**config.mk**
```make
export PLATFORM = sky130hd
export DESIGN_NAME = instr_encoder
export DESIGN_NICKNAME = d
export VERILOG_FILES = /design/src/rtl/instr_encoder.sv
export SDC_FILE = /design/constraint.sdc
export NUM_CORES = 1
export LEC_CHECK = 0
export ABC_AREA = 0
export CAP_MARGIN = 0
export CELL_PAD_IN_SITES_DETAIL_PLACEMENT = 0
export CELL_PAD_IN_SITES_GLOBAL_PLACEMENT = 2
export CORE_MARGIN = 10
export CORE_UTILIZATION = 29
export DETAILED_ROUTE_END_ITERATION = 7
export PLACE_DENSITY_LB_ADDON = 0.1
export SLEW_MARGIN = 10
export SYNTH_ARGS = -nofsm -noshare
export SYNTH_HDL_FRONTEND = slang
export SYNTH_SLANG_ARGS = --single-unit
export TNS_END_PERCENT = 20
```
**constraint.sdc**
```tcl
create_clock -name clk -period 7.6 [get_ports clk]
set_clock_uncertainty 0.2 [all_clocks]
set_input_delay 1.52 -clock clk [delete_from_list [all_inputs] [get_ports clk]]
set_output_delay 1.52 -clock clk [all_outputs]
set_load 0.05 [all_outputs]
```
**src/rtl/instr_encoder.sv**
```systemverilog
// Shared order codes (same numbering the decode stage produces) and the
// pipelined MIPS instruction encoder.
// Latency 1 cycle accept->out_valid; one-entry output register, full valid/ready.

package instr_encoder_pkg;
   localparam logic [6:0] ORD_NONE  = 7'd0;
   localparam logic [6:0] ORD_SLL   = 7'd1;
   localparam logic [6:0] ORD_SRL   = 7'd2;
   localparam logic [6:0] ORD_SRA   = 7'd3;
   localparam logic [6:0] ORD_SLLV  = 7'd4;
   localparam logic [6:0] ORD_SRLV  = 7'd5;
   localparam logic [6:0] ORD_SRAV  = 7'd6;
   localparam logic [6:0] ORD_JR    = 7'd7;
   localparam logic [6:0] ORD_JALR  = 7'd8;
   localparam logic [6:0] ORD_MFHI  = 7'd9;
   localparam logic [6:0] ORD_MFLO  = 7'd10;
   localparam logic [6:0] ORD_MTHI  = 7'd11;
   localparam logic [6:0] ORD_MTLO  = 7'd12;
   localparam logic [6:0] ORD_MULT  = 7'd13;
   localparam logic [6:0] ORD_MULTU = 7'd14;
   localparam logic [6:0] ORD_DIV   = 7'd15;
   localparam logic [6:0] ORD_DIVU  = 7'd16;
   localparam logic [6:0] ORD_ADD   = 7'd17;
   localparam logic [6:0] ORD_ADDU  = 7'd18;
   localparam logic [6:0] ORD_SUB   = 7'd19;
   localparam logic [6:0] ORD_SUBU  = 7'd20;
   localparam logic [6:0] ORD_AND   = 7'd21;
   localparam logic [6:0] ORD_OR    = 7'd22;
   localparam logic [6:0] ORD_XOR   = 7'd23;
   localparam logic [6:0] ORD_NOR   = 7'd24;
   localparam logic [6:0] ORD_SLT   = 7'd25;
   localparam logic [6:0] ORD_SLTU  = 7'd26;
   localparam logic [6:0] ORD_BLTZ  = 7'd27;
   localparam logic [6:0] ORD_BGEZ  = 7'd28;
   localparam logic [6:0] ORD_J     = 7'd29;
   localparam logic [6:0] ORD_JAL   = 7'd30;
   localparam logic [6:0] ORD_BEQ   = 7'd31;
   localparam logic [6:0] ORD_BNE   = 7'd32;
   localparam logic [6:0] ORD_BLEZ  = 7'd33;
   localparam logic [6:0] ORD_BGTZ  = 7'd34;
   localparam logic [6:0] ORD_ADDI  = 7'd35;
   localparam logic [6:0] ORD_ADDIU = 7'd36;
   localparam logic [6:0] ORD_SLTI  = 7'd37;
   localparam logic [6:0] ORD_SLTIU = 7'd38;
   localparam logic [6:0] ORD_ANDI  = 7'd39;
   localparam logic [6:0] ORD_ORI   = 7'd40;
   localparam logic [6:0] ORD_XORI  = 7'd41;
   localparam logic [6:0] ORD_LUI   = 7'd42;
   localparam logic [6:0] ORD_MFC0  = 7'd43;
   localparam logic [6:0] ORD_MTC0  = 7'd44;
   localparam logic [6:0] ORD_ERET  = 7'd45;
   localparam logic [6:0] ORD_LB    = 7'd46;
   localparam logic [6:0] ORD_LH    = 7'd47;
   localparam logic [6:0] ORD_LW    = 7'd48;
   localparam logic [6:0] ORD_LBU   = 7'd49;
   localparam logic [6:0] ORD_LHU   = 7'd50;
   localparam logic [6:0] ORD_SB    = 7'd51;
   localparam logic [6:0] ORD_SH    = 7'd52;
   localparam logic [6:0] ORD_SW    = 7'd53;
endpackage

// Encodes one decoded operation per handshake into a 32-bit MIPS word tagged with its address.
// Latency: one cycle from accept to out_valid; one word per cycle with out_ready high.
// Backpressure: in_ready = !out_valid || out_ready; a stalled word holds until taken.
module instr_encoder
   import instr_encoder_pkg::*;
#(
   parameter logic [31:0] BASE_ADDR = 32'h0000_3000
) (
   input  logic        clk,
   input  logic        reset,
   input  logic        in_valid,
   output logic        in_ready,
   input  logic [6:0]  in_order,
   input  logic [4:0]  in_rs,
   input  logic [4:0]  in_rt,
   input  logic [4:0]  in_rd,
   input  logic [4:0]  in_shamt,
   input  logic [15:0] in_imm,
   input  logic [25:0] in_target,
   output logic        out_valid,
   input  logic        out_ready,
   output logic [31:0] out_instr,
   output logic [31:0] out_addr,
   output logic        err,
   output logic [15:0] count
);

   logic [31:0] next_addr;
   logic [31:0] enc_word;
   logic        enc_legal;
   logic        accept;
   logic        deliver;

   function automatic logic [31:0] r_word(input logic [4:0] rs, input logic [4:0] rt,
                                          input logic [4:0] rd, input logic [4:0] sh,
                                          input logic [5:0] fn);
      return {6'd0, rs, rt, rd, sh, fn};
   endfunction

   function automatic logic [31:0] i_word(input logic [5:0] op, input logic [4:0] rs,
                                          input logic [4:0] rt, input logic [15:0] imm);
      return {op, rs, rt, imm};
   endfunction

   // The slot frees up when empty or when its word leaves this cycle; in_valid never feeds back.
   assign in_ready = !out_valid || out_ready;
   assign accept   = in_valid && in_ready;
   assign deliver  = out_valid && out_ready;

   // Encode the offered operation; fields an order does not use are forced to zero.
   always_comb begin
      enc_word  = 32'd0;
      enc_legal = 1'b1;
      case (in_order)
         ORD_SLL:   enc_word = r_word(5'd0, in_rt, in_rd, in_shamt, 6'd0);
         ORD_SRL:   enc_word = r_word(5'd0, in_rt, in_rd, in_shamt, 6'd2);
         ORD_SRA:   enc_word = r_word(5'd0, in_rt, in_rd, in_shamt, 6'd3);
         ORD_SLLV:  enc_word = r_word(in_rs, in_rt, in_rd, 5'd0, 6'd4);
         ORD_SRLV:  enc_word = r_word(in_rs, in_rt, in_rd, 5'd0, 6'd6);
         ORD_SRAV:  enc_word = r_word(in_rs, in_rt, in_rd, 5'd0, 6'd7);
         ORD_JR:    enc_word = r_word(in_rs, 5'd0, 5'd0, 5'd0, 6'd8);
         ORD_JALR:  enc_word = r_word(in_rs, 5'd0, in_rd, 5'd0, 6'd9);
         ORD_MFHI:  enc_word = r_word(5'd0, 5'd0, in_rd, 5'd0, 6'd16);
         ORD_MTHI:  enc_word = r_word(in_rs, 5'd0, 5'd0, 5'd0, 6'd17);
         ORD_MFLO:  enc_word = r_word(5'd0, 5'd0, in_rd, 5'd0, 6'd18);
         ORD_MTLO:  enc_word = r_word(in_rs, 5'd0, 5'd0, 5'd0, 6'd19);
         ORD_MULT:  enc_word = r_word(in_rs, in_rt, 5'd0, 5'd0, 6'd24);
         ORD_MULTU: enc_word = r_word(in_rs, in_rt, 5'd0, 5'd0, 6'd25);
         ORD_DIV:   enc_word = r_word(in_rs, in_rt, 5'd0, 5'd0, 6'd26);
         ORD_DIVU:  enc_word = r_word(in_rs, in_rt, 5'd0, 5'd0, 6'd27);
         ORD_ADD:   enc_word = r_word(in_rs, in_rt, in_rd, 5'd0, 6'd32);
         ORD_ADDU:  enc_word = r_word(in_rs, in_rt, in_rd, 5'd0, 6'd33);
         ORD_SUB:   enc_word = r_word(in_rs, in_rt, in_rd, 5'd0, 6'd34);
         ORD_SUBU:  enc_word = r_word(in_rs, in_rt, in_rd, 5'd0, 6'd35);
         ORD_AND:   enc_word = r_word(in_rs, in_rt, in_rd, 5'd0, 6'd36);
         ORD_OR:    enc_word = r_word(in_rs, in_rt, in_rd, 5'd0, 6'd37);
         ORD_XOR:   enc_word = r_word(in_rs, in_rt, in_rd, 5'd0, 6'd38);
         ORD_NOR:   enc_word = r_word(in_rs, in_rt, in_rd, 5'd0, 6'd39);
         ORD_SLT:   enc_word = r_word(in_rs, in_rt, in_rd, 5'd0, 6'd42);
         ORD_SLTU:  enc_word = r_word(in_rs, in_rt, in_rd, 5'd0, 6'd43);
         // REGIMM: the rt slot selects the branch condition
         ORD_BLTZ:  enc_word = i_word(6'd1, in_rs, 5'd0, in_imm);
         ORD_BGEZ:  enc_word = i_word(6'd1, in_rs, 5'd1, in_imm);
         ORD_J:     enc_word = {6'd2, in_target};
         ORD_JAL:   enc_word = {6'd3, in_target};
         ORD_BEQ:   enc_word = i_word(6'd4, in_rs, in_rt, in_imm);
         ORD_BNE:   enc_word = i_word(6'd5, in_rs, in_rt, in_imm);
         ORD_BLEZ:  enc_word = i_word(6'd6, in_rs, 5'd0, in_imm);
         ORD_BGTZ:  enc_word = i_word(6'd7, in_rs, 5'd0, in_imm);
         ORD_ADDI:  enc_word = i_word(6'd8, in_rs, in_rt, in_imm);
         ORD_ADDIU: enc_word = i_word(6'd9, in_rs, in_rt, in_imm);
         ORD_SLTI:  enc_word = i_word(6'd10, in_rs, in_rt, in_imm);
         ORD_SLTIU: enc_word = i_word(6'd11, in_rs, in_rt, in_imm);
         ORD_ANDI:  enc_word = i_word(6'd12, in_rs, in_rt, in_imm);
         ORD_ORI:   enc_word = i_word(6'd13, in_rs, in_rt, in_imm);
         ORD_XORI:  enc_word = i_word(6'd14, in_rs, in_rt, in_imm);
         ORD_LUI:   enc_word = i_word(6'd15, 5'd0, in_rt, in_imm);
         // COP0 moves: rs slot is the MF/MT selector, low 11 bits stay zero
         ORD_MFC0:  enc_word = {6'd16, 5'd0, in_rt, in_rd, 11'd0};
         ORD_MTC0:  enc_word = {6'd16, 5'd4, in_rt, in_rd, 11'd0};
         ORD_ERET:  enc_word = 32'h4200_0018;
         ORD_LB:    enc_word = i_word(6'd32, in_rs, in_rt, in_imm);
         ORD_LH:    enc_word = i_word(6'd33, in_rs, in_rt, in_imm);
         ORD_LW:    enc_word = i_word(6'd35, in_rs, in_rt, in_imm);
         ORD_LBU:   enc_word = i_word(6'd36, in_rs, in_rt, in_imm);
         ORD_LHU:   enc_word = i_word(6'd37, in_rs, in_rt, in_imm);
         ORD_SB:    enc_word = i_word(6'd40, in_rs, in_rt, in_imm);
         ORD_SH:    enc_word = i_word(6'd41, in_rs, in_rt, in_imm);
         ORD_SW:    enc_word = i_word(6'd43, in_rs, in_rt, in_imm);
         default:   enc_legal = 1'b0;
      endcase
   end

   // Output register, address counter, sticky error and delivery count; reset wins over everything.
   always_ff @(posedge clk) begin
      if (reset) begin
         out_valid <= 1'b0;
         out_instr <= 32'd0;
         out_addr  <= BASE_ADDR;
         next_addr <= BASE_ADDR;
         err       <= 1'b0;
         count     <= 16'd0;
      end else begin
         if (deliver) begin
            count <= count + 16'd1;
         end
         if (accept && enc_legal) begin
            out_instr <= enc_word;
            out_addr  <= next_addr;
            next_addr <= next_addr + 32'd4;
            out_valid <= 1'b1;
         end else begin
            // An illegal op is swallowed without consuming an address
            if (accept) begin
               err <= 1'b1;
            end
            if (deliver) begin
               out_valid <= 1'b0;
            end
         end
      end
   end

endmodule

```
### Yosys cells after proc, flatten, opt, wreduce, memory -nomap -nowiden

Cells that the tools add are included.

* $add $sub $neg: 2
* equality and inequality tests: 53
* multiplexer cells: 4
* bitwise operators: 1
* reductions and logical operators: 8

Operators with widths (number)
* $pmux 32 s53: 1
* $eq 7x6->1 const B: 22
* $eq 7x5->1 const B: 16
* $eq 7x4->1 const B: 8
* $reduce_or 53->1: 1
* $add 32x3->32 const B: 1
* $eq 7x3->1 const B: 4
* $add 16x1->16 const B: 1
* $eq 7x2->1 const B: 2
* $eq 7x1->1 const B: 1
* $logic_and 1x1->1: 3
* $mux 1: 3
* $reduce_and 2->1: 1
* $reduce_bool 2->1: 1
* $logic_not 1->1: 1
* $logic_or 1x1->1: 1
* $not 1->1: 1

* bits in registers: 114

### Logic depth before layout (Yosys ltp)

* depth in word-level cells: 6
* gate-level depth with buffers: 11

### Worst setup path before layout

No wires, ideal clock.

* kind: input port to flip-flop
* from: input in_order[5]
* to: register next_addr[13]
* arrival time: 3.495 ns
* data required time: 7.268 ns
* slack: 3.773 ns
* stages: 9
* path buffers: 2
* path through: buf_2 -> nand2b_4 -> a32o_1 -> a311o_1 -> or4_1 -> buf_2 -> o21ai_2 -> nor3_1 -> or3b_2

* word-level cells in the longest chain between the ends: 4
* elaborated cells between the ends (all ways): 56
* classes of those cells: 53 x eq/ne; 1 x mux; 2 x reduce/logical

RTL lines
* start, declared: line 74 `input logic [6:0] in_order,`
* $eq 7x6->1, or another cell as far along: line 115 `case (in_order)`
* $reduce_or 53->1 (no source line) *
* $mux 1 *: line 115
* $logic_and 1x1->1 *: line 188 `if (accept && enc_legal) begin`
* end signal, assigned: line 191 `next_addr <= next_addr + 32'd4;`
* end, declared: line 89 `logic [31:0] next_addr;`

Mark *: on every way between the ends. The rest lies on a longest branch, timed or not.
A chain may end at the register's enable or synchronous reset.

### Final worst setup path

* from: input in_order[2]
* to: register out_instr[30]

* word-level cells in the longest chain between the ends: 4
* elaborated cells between the ends (all ways): 57
* classes of those cells: 53 x eq/ne; 2 x mux; 2 x reduce/logical

RTL lines
* $eq 7x6->1, or another cell as far along: line 115
* $reduce_or 53->1 (no source line)
* $mux 1: line 115
* $logic_and 1x1->1: line 188
* end signal, assigned: line 189 `out_instr <= enc_word;`
* end, declared: line 83 `output logic [31:0] out_instr,`

Several ways; a longest one is shown, not always the timed one.

==> reports/metrics.cfg <==
[status]
status=finished clean

[placed_design]
rd_place_congestion=0.871
port_buffers=153
detailedPlacementHpwl_um=14300

[clocking]
post_cts_buffers=0
cts_inserted_buffers=9
cts-hold-fix-buffers=0
ctsResizeCount=0
ctsHtreeMaxLevel=3
clk_latency_ns=0.36
cts.path.max_buffers=2
clock_transition_time_at_the_flip_flop_clock_pins_of_the_worst_setup_and_hold_paths_ns=0.08
clock-sinks=110
tritoncts=yes
cts_root_buffer=sky130_fd_sc_hd__clkbuf_16

[power_and_ir_drop]
leakage_nw=2.50
peak_supply_drop_mv=0.0986
power_density_nw_per_um2=185
totalPowerFinal_mw=1.39

[synthesis]
synthFlopType=sky130_fd_sc_hd__dfxtp_1
synth.yosys.warnings=0
commonest_cells_in_the_netlist=sky130_fd_sc_hd__dfxtp_1, sky130_fd_sc_hd__nand2_1, sky130_fd_sc_hd__nor2_1
yosys.cell_types.count=61
post_synth_arst_share_pct=0
post-synth-top-area-cell=sky130_fd_sc_hd__dfxtp_1
yosys_register_bits=110
synth_top_cells_by_area=sky130_fd_sc_hd__dfxtp_1, sky130_fd_sc_hd__nand2_1, sky130_fd_sc_hd__a21oi_1, sky130_fd_sc_hd__nor2_1, sky130_fd_sc_hd__xor2_1
postSynthCellCount=702
count_leader_synth=sky130_fd_sc_hd__dfxtp_1
share_of_the_yosys_chip_area_belonging_to_registers_pct=39.7
synth.avg_cell_area_um2=7.89
syn_area_um2=5540
synthDominantCellAreaShare_pct=39.7
number_of_flops_mapped_to_enable_cells_by_yosys=0

[timing]
timing.final.max_slew_violations=0
rsz0062_at_grt=no
timing.slew.headroom_pct=33.8
fin_tns_setup_ns=0
holdWs_ns=0.254
hold_violations=0
min_period_ns=5.29
fmaxAchievable_ghz=0.189
slew_worst_pin_ns=0.990
fin_crit_sh_pct=69.7
total_setup_violations_reported_at_the_end_of_the_flow=0

[setup_path]
arrival_ns=5.30
worst_setup_path_start_kind=input port
worst-r2r-setup-slack_ns=5.05
rr_endpoint=next_addr[28]
path_max_fanout=28
worst_ep_required_time_ns=7.61
worstReg2RegStart=next_addr[2]
worst_setup_path_end_kind=flop
worstSetupPathType=input port to flop
crit_end=out_instr[30]
reg2regPathDepth=8
worst_setup_path_startpoint=in_order[2]

[grt]
first_global_vias=5722
largest_net_degree_at_the_start_of_global_routing=75
globalRoute.totalOverflow=0
global_route_wire_length_before_repair_um=31300
grt_use_total_pct=15.5
antenna_found_initial=0

[finish]
synthToLayoutAreaGrowth_pct=35.7
num_antenna_cells=0
finalNetCount=901
post_route_cells_drive_above_1_share_pct=5.29
fin_util_pct=40.1

[floorplanning]
area_of_the_core_um2=18800
die_area_um2=25000
chipWidth_um=158
design.portCount=156
start_util_pct=29.5
floorplan.rows=50
die_span_in_y_um=158

[routing]
drcViolationCount=0
totalWireLength_um=19500
final_antenna_net_count=0
drt_pass1_iterations=4
first_iter_violations=279
avgRoutedWirePerCell_um=18.3
routed-via-count=5557
detail_route.vias_per_cell=5.22

[run]
drv_cap=0

[worst_hold_path]
min-delay-path-class=flop to flop

-- cell usage in the layout, fill, tap and decap left out, drive strengths merged, types with 12 or more instances in the layout --
cell	netlist	layout
clkdlybuf4s50	0	151
dfxtp	110	110
nand2	96	96
nor2	84	84
a21oi	63	63
o21ai	35	35
xor2	24	24
nor3	23	23
a211oi	22	22
nand3	18	18
buf	25	16
a222oi	13	13
or3	12	12
-- final cells by class --
cell class,count,area (um^2)
Timing Repair Buffer,167,1630
Multi-Input combinational cell,529,3050
Fill cell,1975,11200
Clock inverter,7,91.3
Sequential cell,110,2200
Tap cell,234,293
Clock buffer,9,225
Inverter,9,33.8
-- sequential cells by signal, summed over array words and instances, names as in the netlist --
| signal | count |
|---|---|
| count | 16 |
| next_addr | 30 |
| out_instr | 32 |
| out_addr | 30 |
| err | 1 |
| out_valid | 1 |
-- report_power, final --
| part | leakage, nW | internal [mW] | switching, mW |
|---|---|---|---|
| Sequential | 0.891 | 0.593 | 0.0106 |
| Combinational | 1.45 | 0.102 | 0.178 |
| Clock | 0.151 | 0.264 | 0.244 |
-- metrics by stage --
| stage | instance area (um^2) | worst slack (ns) | cells |
|---|---|---|---|
| final | 7520 | 2.31 | 1065 |
| after global routing | 7520 | 2.00 | 1065 |
| after CTS | 7530 | 2.15 | 1065 |
| after detailed placement | 7210 | 1.78 | 1049 |
| after global placement | 7210 | 1.82 | 1049 |
| after floorplan | 5550 | 3.77 | 703 |
-- worst min-delay path by stage --
stage	startpoint	to	slack, ns	depth (start not counted)
floorplan	next_addr[10]	out_addr[10]	0.24	2
global placement	out_addr[19]	out_addr[19]	0.24	2
detailed placement	out_addr[19]	out_addr[19]	0.25	2
CTS	out_addr[19]	out_addr[19]	0.26	2
global route	out_addr[25]	out_addr[25]	0.27	2
finish	out_addr[19]	out_addr[19]	0.25	2
-- critical path: stages --
cell,delay (ns)
sky130_fd_sc_hd__clkdlybuf4s50_1,0.93
sky130_fd_sc_hd__and2_1,0.49
sky130_fd_sc_hd__a32o_1,0.25
sky130_fd_sc_hd__a311o_1,0.32
sky130_fd_sc_hd__or4_1,0.41
sky130_fd_sc_hd__buf_4,0.22
sky130_fd_sc_hd__o21ai_4,0.58
sky130_fd_sc_hd__buf_4,0.36
sky130_fd_sc_hd__or3_1,0.15
sky130_fd_sc_hd__a21oi_1,0.06
-- cells by family (layout without fill, tap and decap cells) --
group,count (synthesis),count (layout),synth area share [%]
flip-flops,110,110,39.7
AND/OR/NAND/NOR,294,294,25.3
adder cells (fa/ha/maj),3,3,0.632
other,1,2,0.0677
AO/OA/AOI/OAI,198,198,23.7
buffers and inverters,64,192,5.53
XOR/XNOR,32,32,5.06
-- per-layer routing --
layer,part of all wire (%),vias up,global-route usage [%]
li1,-,2789,-
met1,45,2614,19.4
met2,46,131,24.5
met3,8.0,23,5.40
met4,1.5,0,4.32
met5,0,-,0
Note: power is estimated with default switching activity, not from simulation.
